## src/rtl/rr_arb_pkg.sv

```systemverilog
// Shared definitions for the round-robin mux arbiter.
//   NREQ     : number of requesters sharing the channel
//   SEL_W    : width of the mux select / requester index
//   rr_next  : rotate-priority winner search starting after last_ptr
`timescale 1ns/1ps
package rr_arb_pkg;
  localparam int NREQ  = 4;
  localparam int SEL_W = 2;

  typedef enum logic {
    IDLE  = 1'b0,
    GRANT = 1'b1
  } arb_state_e;

  // First set bit at last_ptr+1, +2, ... +NREQ (mod NREQ). Scanning from the
  // far end and overwriting leaves the nearest candidate as the winner.
  // With req==0 the result is last_ptr and is meaningless to the caller.
  function automatic logic [SEL_W-1:0] rr_next(input logic [NREQ-1:0]  req,
                                               input logic [SEL_W-1:0] last_ptr);
    logic [SEL_W-1:0] win;
    logic [SEL_W-1:0] cand;
    win = last_ptr;
    for (int k = NREQ; k >= 1; k--) begin
      cand = last_ptr + SEL_W'(k);
      if (req[cand]) win = cand;
    end
    return win;
  endfunction
endpackage

```

## src/rtl/rr_pick4.sv

```systemverilog
// Combinational rotate-priority picker.
//   req      in  NREQ   pending requests
//   last_ptr in  SEL_W  previous grant holder (lowest priority)
//   any      out 1      at least one request pending
//   idx      out SEL_W  winning requester index (valid when any=1)
`timescale 1ns/1ps
module rr_pick4
  import rr_arb_pkg::*;
(
  input  logic [NREQ-1:0]  req,
  input  logic [SEL_W-1:0] last_ptr,
  output logic             any,
  output logic [SEL_W-1:0] idx
);
  assign any = |req;
  assign idx = rr_next(req, last_ptr);
endmodule

```

## src/rtl/rr_mux_arbiter.sv

```systemverilog
// Round-robin arbiter / sequencer for a shared 4:1 data mux.
// One requester holds the downstream valid/ready channel for up to
// MAX_BURST beats, then priority rotates past it.
//   clk, rst_n        clock, async active-low reset
//   req[3:0]          per-requester word pending
//   a, b, c, d        requester 0..3 data words
//   out_ready         downstream accept
//   out_valid         out_data valid (req of the grant holder)
//   out_data          selected requester word
//   sel               registered select (grant holder index)
//   gnt               registered one-hot grant, 0 when idle
//   ack               per-requester beat-consumed pulse
//   busy              in GRANT state
`timescale 1ns/1ps
module rr_mux_arbiter
  import rr_arb_pkg::*;
#(
  parameter int DATA_W    = 4,
  parameter int MAX_BURST = 4
) (
  input  logic              clk,
  input  logic              rst_n,
  input  logic [NREQ-1:0]   req,
  input  logic [DATA_W-1:0] a,
  input  logic [DATA_W-1:0] b,
  input  logic [DATA_W-1:0] c,
  input  logic [DATA_W-1:0] d,
  input  logic              out_ready,
  output logic              out_valid,
  output logic [DATA_W-1:0] out_data,
  output logic [SEL_W-1:0]  sel,
  output logic [NREQ-1:0]   gnt,
  output logic [NREQ-1:0]   ack,
  output logic              busy
);
  localparam int CNT_W = $clog2(MAX_BURST + 1);
  localparam logic [CNT_W-1:0] LAST_BEAT = CNT_W'(MAX_BURST - 1);

  arb_state_e       state_q, state_d;
  logic [SEL_W-1:0] sel_q, sel_d;
  logic [NREQ-1:0]  gnt_q, gnt_d;
  logic [CNT_W-1:0] beat_cnt_q, beat_cnt_d;
  logic [SEL_W-1:0] last_ptr_q, last_ptr_d;

  logic             pick_any;
  logic [SEL_W-1:0] pick_idx;
  logic             xfer;

  rr_pick4 u_pick (
    .req      (req),
    .last_ptr (last_ptr_q),
    .any      (pick_any),
    .idx      (pick_idx)
  );

  // State and grant registers. last_ptr resets to NREQ-1 so requester 0
  // has first priority out of reset.
  always_ff @(posedge clk or negedge rst_n) begin
    if (!rst_n) begin
      state_q    <= IDLE;
      sel_q      <= '0;
      gnt_q      <= '0;
      beat_cnt_q <= '0;
      last_ptr_q <= SEL_W'(NREQ - 1);
    end else begin
      state_q    <= state_d;
      sel_q      <= sel_d;
      gnt_q      <= gnt_d;
      beat_cnt_q <= beat_cnt_d;
      last_ptr_q <= last_ptr_d;
    end
  end

  // Next-state / grant sequencing.
  always_comb begin
    state_d    = state_q;
    sel_d      = sel_q;
    gnt_d      = gnt_q;
    beat_cnt_d = beat_cnt_q;
    last_ptr_d = last_ptr_q;
    case (state_q)
      IDLE: begin
        if (pick_any) begin
          state_d    = GRANT;
          sel_d      = pick_idx;
          gnt_d      = {{(NREQ-1){1'b0}}, 1'b1} << pick_idx;
          beat_cnt_d = '0;
        end
      end
      GRANT: begin
        // Release on withdrawal or on the final beat of the burst; the
        // holder becomes lowest priority. sel is kept so out_data stays put.
        if (!req[sel_q] || (xfer && beat_cnt_q == LAST_BEAT)) begin
          state_d    = IDLE;
          gnt_d      = '0;
          beat_cnt_d = '0;
          last_ptr_d = sel_q;
        end else if (xfer) begin
          beat_cnt_d = beat_cnt_q + CNT_W'(1);
        end
      end
      default: begin
        state_d = IDLE;
        gnt_d   = '0;
      end
    endcase
  end

  // Outputs. out_valid is gated by GRANT so it can never assert with gnt==0.
  always_comb begin
    out_valid = (state_q == GRANT) && req[sel_q];
    busy      = (state_q == GRANT);
    case (sel_q)
      2'd0:    out_data = a;
      2'd1:    out_data = b;
      2'd2:    out_data = c;
      default: out_data = d;
    endcase
  end

  assign xfer = out_valid && out_ready;
  assign sel  = sel_q;
  assign gnt  = gnt_q;

  for (genvar i = 0; i < NREQ; i++) begin : g_ack
    assign ack[i] = gnt_q[i] & xfer;
  end
endmodule

```

## config.mk

```make
export PLATFORM = sky130hd
export DESIGN_NAME = rr_mux_arbiter
export DESIGN_NICKNAME = d
export VERILOG_FILES = /design/src/rtl/rr_arb_pkg.sv /design/src/rtl/rr_pick4.sv /design/src/rtl/rr_mux_arbiter.sv
export SDC_FILE = /design/constraint.sdc
export NUM_CORES = 1
export LEC_CHECK = 0
export BUFFER_PORTS_ARGS = -buffer_cell sky130_fd_sc_hd__buf_4
export CAP_MARGIN = 20
export CORE_MARGIN = 2
export CORE_UTILIZATION = 39
export CTS_CLUSTER_DIAMETER = 150
export DETAILED_ROUTE_END_ITERATION = 16
export PLACE_DENSITY = 0.73
export SKIP_LAST_GASP = 1
export SLEW_MARGIN = 5
export SYNTH_ARGS = -nofsm -noshare
export SYNTH_HDL_FRONTEND = slang
export SYNTH_SLANG_ARGS = --single-unit
```

## constraint.sdc

```tcl
create_clock -name clk -period 1.6 [get_ports clk]
set_clock_uncertainty 0.2 [all_clocks]
set_input_delay 0.32 -clock clk [delete_from_list [all_inputs] [get_ports clk]]
set_output_delay 0.32 -clock clk [all_outputs]
set_load 0.05 [all_outputs]
```

======== Word level (Yosys, flattened, before mapping) ========
Cells that the tools add are included.
Widths: inputs -> output; s select.
storage, ports and cells
  input port bits ......................... 23
  output and inout bits ................... 16
  bits in registers ....................... 12
  word-level logic and storage cells ...... 58
cells by class
  multiplexer cells ....................... 22
  reduce and logical (&&, ||, !) cells .... 11
  magnitude comparators ................... 4
  shift operators ......................... 1
  bitwise gates (word level) .............. 5
  equality and inequality tests ........... 6
  add/sub/neg operators ................... 4
operator list
  cell                 count
  $lt 2x3->1 const B   4
  $pmux 4 s3           1
  $mux 3               3
  $bmux 1 s2           4
  $mux 4               2
  $pmux 4 s2           1
  $reduce_and 2->1     4
  $mux 1               6
  $mux 2               3
  $pmux 3 s2           1
  $add 2x2->2 const B  2
  $and 1x1->1          4
  $reduce_or 4->1      1
  $shl 1x2->4 const A  1
  $add 3x1->3 const B  1
  $eq 3x2->1 const B   1
  $logic_and 1x1->1    3
  $ne 3x1->1 const B   1
  $add 2x1->2 const B  1
  $eq 2x1->1 const B   1
  $eq 2x2->1 const B   1
  $logic_not 2->1      1
  $ne 2x1->1 const B   1
  $ne 2x2->1 const B   1
  4 further kinds      4

======== Logic depth before layout (Yosys ltp) ========
  depth in word-level cells ............... 9
  gate-level depth with buffers ........... 6
  mapped depth without buffers ............ 6

======== Modules after synthesis ========
Synthesis repeated with hierarchy kept, for this count alone.
unflattened totals
  cell total of the unflattened synthesis .. 80
  area, all modules ....................... 824.5 µm²
modules (own cells, without submodules)
  module          times used  area each (µm²)  cells an instance
  rr_mux_arbiter  1           752.0            66
  rr_pick4        1           72.6             14

======== Worst setup path before layout ========
Ideal clock, no wire load.
  path type ............................... register to output
  from .................................... register sel_q[1], in the netlist sel[1]
  to ...................................... output ack[0]
  path buffers ............................ 1
  data arrival time ....................... 2003 ps
  required time ........................... 1080 ps
  cell stages (with the launch flop) ...... 6
  slack ................................... -923 ps
  cell sequence ........................... dfrtp_1 buf_6 mux4_2 nand2_2 inv_2 and3_1
on the way
  longest elaborated chain between the ends .. 5
ends and longest elaborated chain
  element                       RTL line               text
  start, declared               rr_mux_arbiter.sv:40   logic [SEL_W-1:0] sel_q, sel_d;
  start signal, assigned        rr_mux_arbiter.sv:67   sel_q <= sel_d;
  $bmux 1 s2                    rr_mux_arbiter.sv:111  out_valid = (state_q == GRANT) && req[sel_q];
  $mux 1 (not written as such)  rr_mux_arbiter.sv:111
  $logic_and 1x1->1             rr_mux_arbiter.sv:111
  via out_valid                 rr_mux_arbiter.sv:29   output logic out_valid,
  $logic_and 1x1->1             rr_mux_arbiter.sv:121  assign xfer = out_valid && out_ready;
  $and 1x1->1                   rr_mux_arbiter.sv:126  assign ack[i] = gnt_q[i] & xfer;
  end, declared                 rr_mux_arbiter.sv:33   output logic [NREQ-1:0] ack,
The timed path passes the listed nets, and every way through them passes these cells. The select of a mux whose other input is x is not followed.

======== Worst setup path after layout ========
  from .................................... register sel_q[1], in the netlist sel[1]
  to ...................................... output ack[0]
on the way
  longest elaborated chain between the ends .. 5
ends and longest elaborated chain
  element                       RTL line
  $bmux 1 s2                    rr_mux_arbiter.sv:111
  $mux 1 (not written as such)  rr_mux_arbiter.sv:111
  $logic_and 1x1->1             rr_mux_arbiter.sv:111
  $logic_and 1x1->1             rr_mux_arbiter.sv:121
  $and 1x1->1                   rr_mux_arbiter.sv:126
No other way between the ends. The select of a mux whose other input is x is not followed.

==> reports/qor.yml <==
yosys:
  syn_area_sq_um: 760.7
  ys_seq_area_share_pct: 39.80
  synth_fp_nets: 91
  synth_edf_count: 0
  ys_ff_latch: 12
  synth_xor_xnor_area_share_pct: 0
  muxShareOfSynthArea_pct: 19.74
  synthCells: 66
  synth_compound_area_share_pct: 18.42
  synth_fa_ha_area_share_pct: 3.289
  synthArstFlopShare_pct: 100.0
  synth_cell_types: 31
  synthFlopType: "dfrtp_1"
  avgSynthCellArea_sq_um: 11.53
  yosysWarnings: 0
  synth_top_family_by_area: "multiplexers"
  synth-simple-area-share_pct: 14.14
die:
  pin_count: 39
  die_y_microns: 48.17
  fp.dieArea_sq_um: 2320
  rows: 15
  initial_utilization_pct: 42.67
  die_w_microns: 48.17
  core-area_sq_um: 1783
worst_setup_path:
  cp_slowest_cell: "mux4_2"
  cp.arrival_ns: 1.66
  cp_max_fo: 5
  worstSetupStartpointType: "register"
  crit_family: "multiplexers"
  crit_path_end_kind: "primary output"
  worstPathCellList: "mux4_2 -> nand2_4 -> inv_8 -> and3_4 -> buf_6"
  crit_type: "reg2out"
  slowest_delay_ns: 0.55
  path_buf_inv: 2
  required_ns: 1.08
pwr:
  ir_drop_mv: 1.344
  leakage_uw: 0.0007115
  p_comb_share_pct: 74.1
  p_per_area_nw_per_um2: 2205
  p_clk_share_pct: 7.7
  p_switching_uw: 1511
  internal-power_uw: 1720
  swShare_pct: 46.77
  seq_power_share_pct: 18.2
  p_total_uw: 3230
sta:
  fin_ws_ns: -0.5761
  worst_slew_pin_slew_ns: 0.2911
  max_slew_margin_pct: 80.42
  drv_slew: 0
  setup_viol_count_final: 21
  clock.fmax_ghz: 0.4595
  rsz0062_at_grt: "true"
  final_hold_viol_count: 0
  period_share_pct: 136.0
  finalCriticalPeriod_ns: 2.176
finish:
  seqCellArea_sq_um: 305.3
  final_layout_size_suffix_gt1_share_pct: 69.92
  fin_nets: 159
  fin_util_pct: 82.18
  layout_commonest_cell: "buf_4"
  multi_input_area_sq_um: 489.2
  syn2layout_area_growth_pct: 92.60
  mostFrequentLayoutCells: "buf_4, buf_6, dfrtp_1, mux4_2"
  fill_cells: 98
  diodes: 0
grt:
  globalRouteOverflowTotal: 0
  grt_pass1_vias: 803
  grt_pass1_wl_microns: 3332
  grt_max_degree: 13
  grt_util_all_layers_pct: 20.92
  antenna_found_initial: 0
place:
  dp_hpwl_microns: 1562
  port_buffers: 38
  finalWeightedCongestion: 0.7710
run:
  maxCapViolations: 0
clocking:
  clock_tree.root_cell: "clkbuf_4"
  clk_path_buf_depth: 2
  cts_buffers: 3
  cts_tree: "yes"
  clkLatencyLatePin_ns: 0.28
  cts_sinks: 12
  clk_pin_slew_ns: 0.08
  htree_num_levels: 1
detailed_routing:
  drc: 0
  wire_per_inst_microns: 19.34
  detail-route-antenna-nets: 0
  totalWireLength_microns: 3055
  routed_via_density: 5.614
  drt-pass1-iter-count: 4
  dr_total_vias: 887
  initialDrtViolationCount: 16
outcome:
  failed_checks: "setup timing"
  outcome: "complete, but fails checks"
worst_hold_path:
  hold_path_class: "in2async"
==> flip-flops by register name, summed over array words and instances (netlist names) <==
name        count
gnt             4
beat_cnt_q      3
last_ptr_q      2
sel             2
busy            1
==> synth_stat cells, drive strengths merged (2+ instances only) <==
cell type,number,area [sq um]
inv,5,18.76
mux2,3,37.53
dfrtp,10,250.2
o2bb2ai,4,35.03
nor2,3,11.26
buf,2,16.26
and3,4,25.02
a21oi,4,23.77
a22o,2,17.52
dfstp,2,52.55
mux4,5,112.6
ha,2,25.02
o21ai,2,13.76
nand2b,3,18.77
nand3,2,10.01
nand2,4,17.52
==> cell families after synthesis <==
family          count (synthesis)
fa+ha+maj                       2
mux                             8
buf+inv                         7
compound gates                 18
simple gates                   19
flops                          12
==> power by group through the flow <==
stage | Clock (uW) | Sequential [uW] | Combinational (uW)
after floorplan | 0 | 855 | 933
after global placement | 0 | 565 | 1770
after detailed placement | 0 | 570 | 1790
after CTS | 252 | 569 | 2050
after global routing | 267 | 599 | 2490
final | 250 | 588 | 2390
==> area by class of cell <==
type / instances / area share, %
Tap cell: 25 / 2.135
Timing Repair Buffer: 65 / 39.37
Clock buffer: 4 / 2.477
Inverter: 5 / 1.793
Sequential cell: 12 / 20.84
Multi-Input combinational cell: 47 / 33.39
==> stage by stage <==
step / cell area (sq um) / setup slack, ns / hold slack [ns] / instances / setup TNS (ns)
after global placement: 1211 / -0.3377 / -0.03435 / 142 / -3.922
after global routing: 1465 / -0.6143 / 0.2163 / 158 / -9.325
after detailed placement: 1211 / -0.3443 / -0.03175 / 142 / -4.077
after CTS: 1355 / -0.5731 / 0.2029 / 150 / -6.988
final: 1465 / -0.5761 / 0.2065 / 158 / -8.527
after floorplan: 804.5 / -0.5682 / -0.1756 / 66 / -6.902
==> path summary, 6_finish.rpt <==
check / from / end / slack, ns / cells after the start
hold / removal: rst_n / gnt[1] / 0.21 / 2
min in group clk: out_ready / beat_cnt_q[2] / 0.26 / 3
setup / recovery: sel[1] / ack[0] / -0.58 / 5
setup reg to reg: sel[1] / last_ptr_q[1] / -0.49 / 6
max in group asynchronous: rst_n / last_ptr_q[0] / 0.76 / 2
hold reg to reg: beat_cnt_q[2] / beat_cnt_q[2] / 0.31 / 1
==> routing by layer <==
layer  GRT usage (%)  wire [microns]  up-vias
met5               0               0        -
met4           8.649              35        0
met3           6.296             432        6
met2           38.16            1505       60
met1           22.12            1080      429
li1                -               -      392
==> what timing repair did <==
action,4_1_cts,5_1_grt
resized for setup,19,12
setup endpoints to repair,20,24
hold buffers,1,0
buffers inserted,3,9
cloned,0,0
hold endpoints to repair,12,0
pin swaps,2,4
Note: power is estimated with default switching activity, not from simulation.
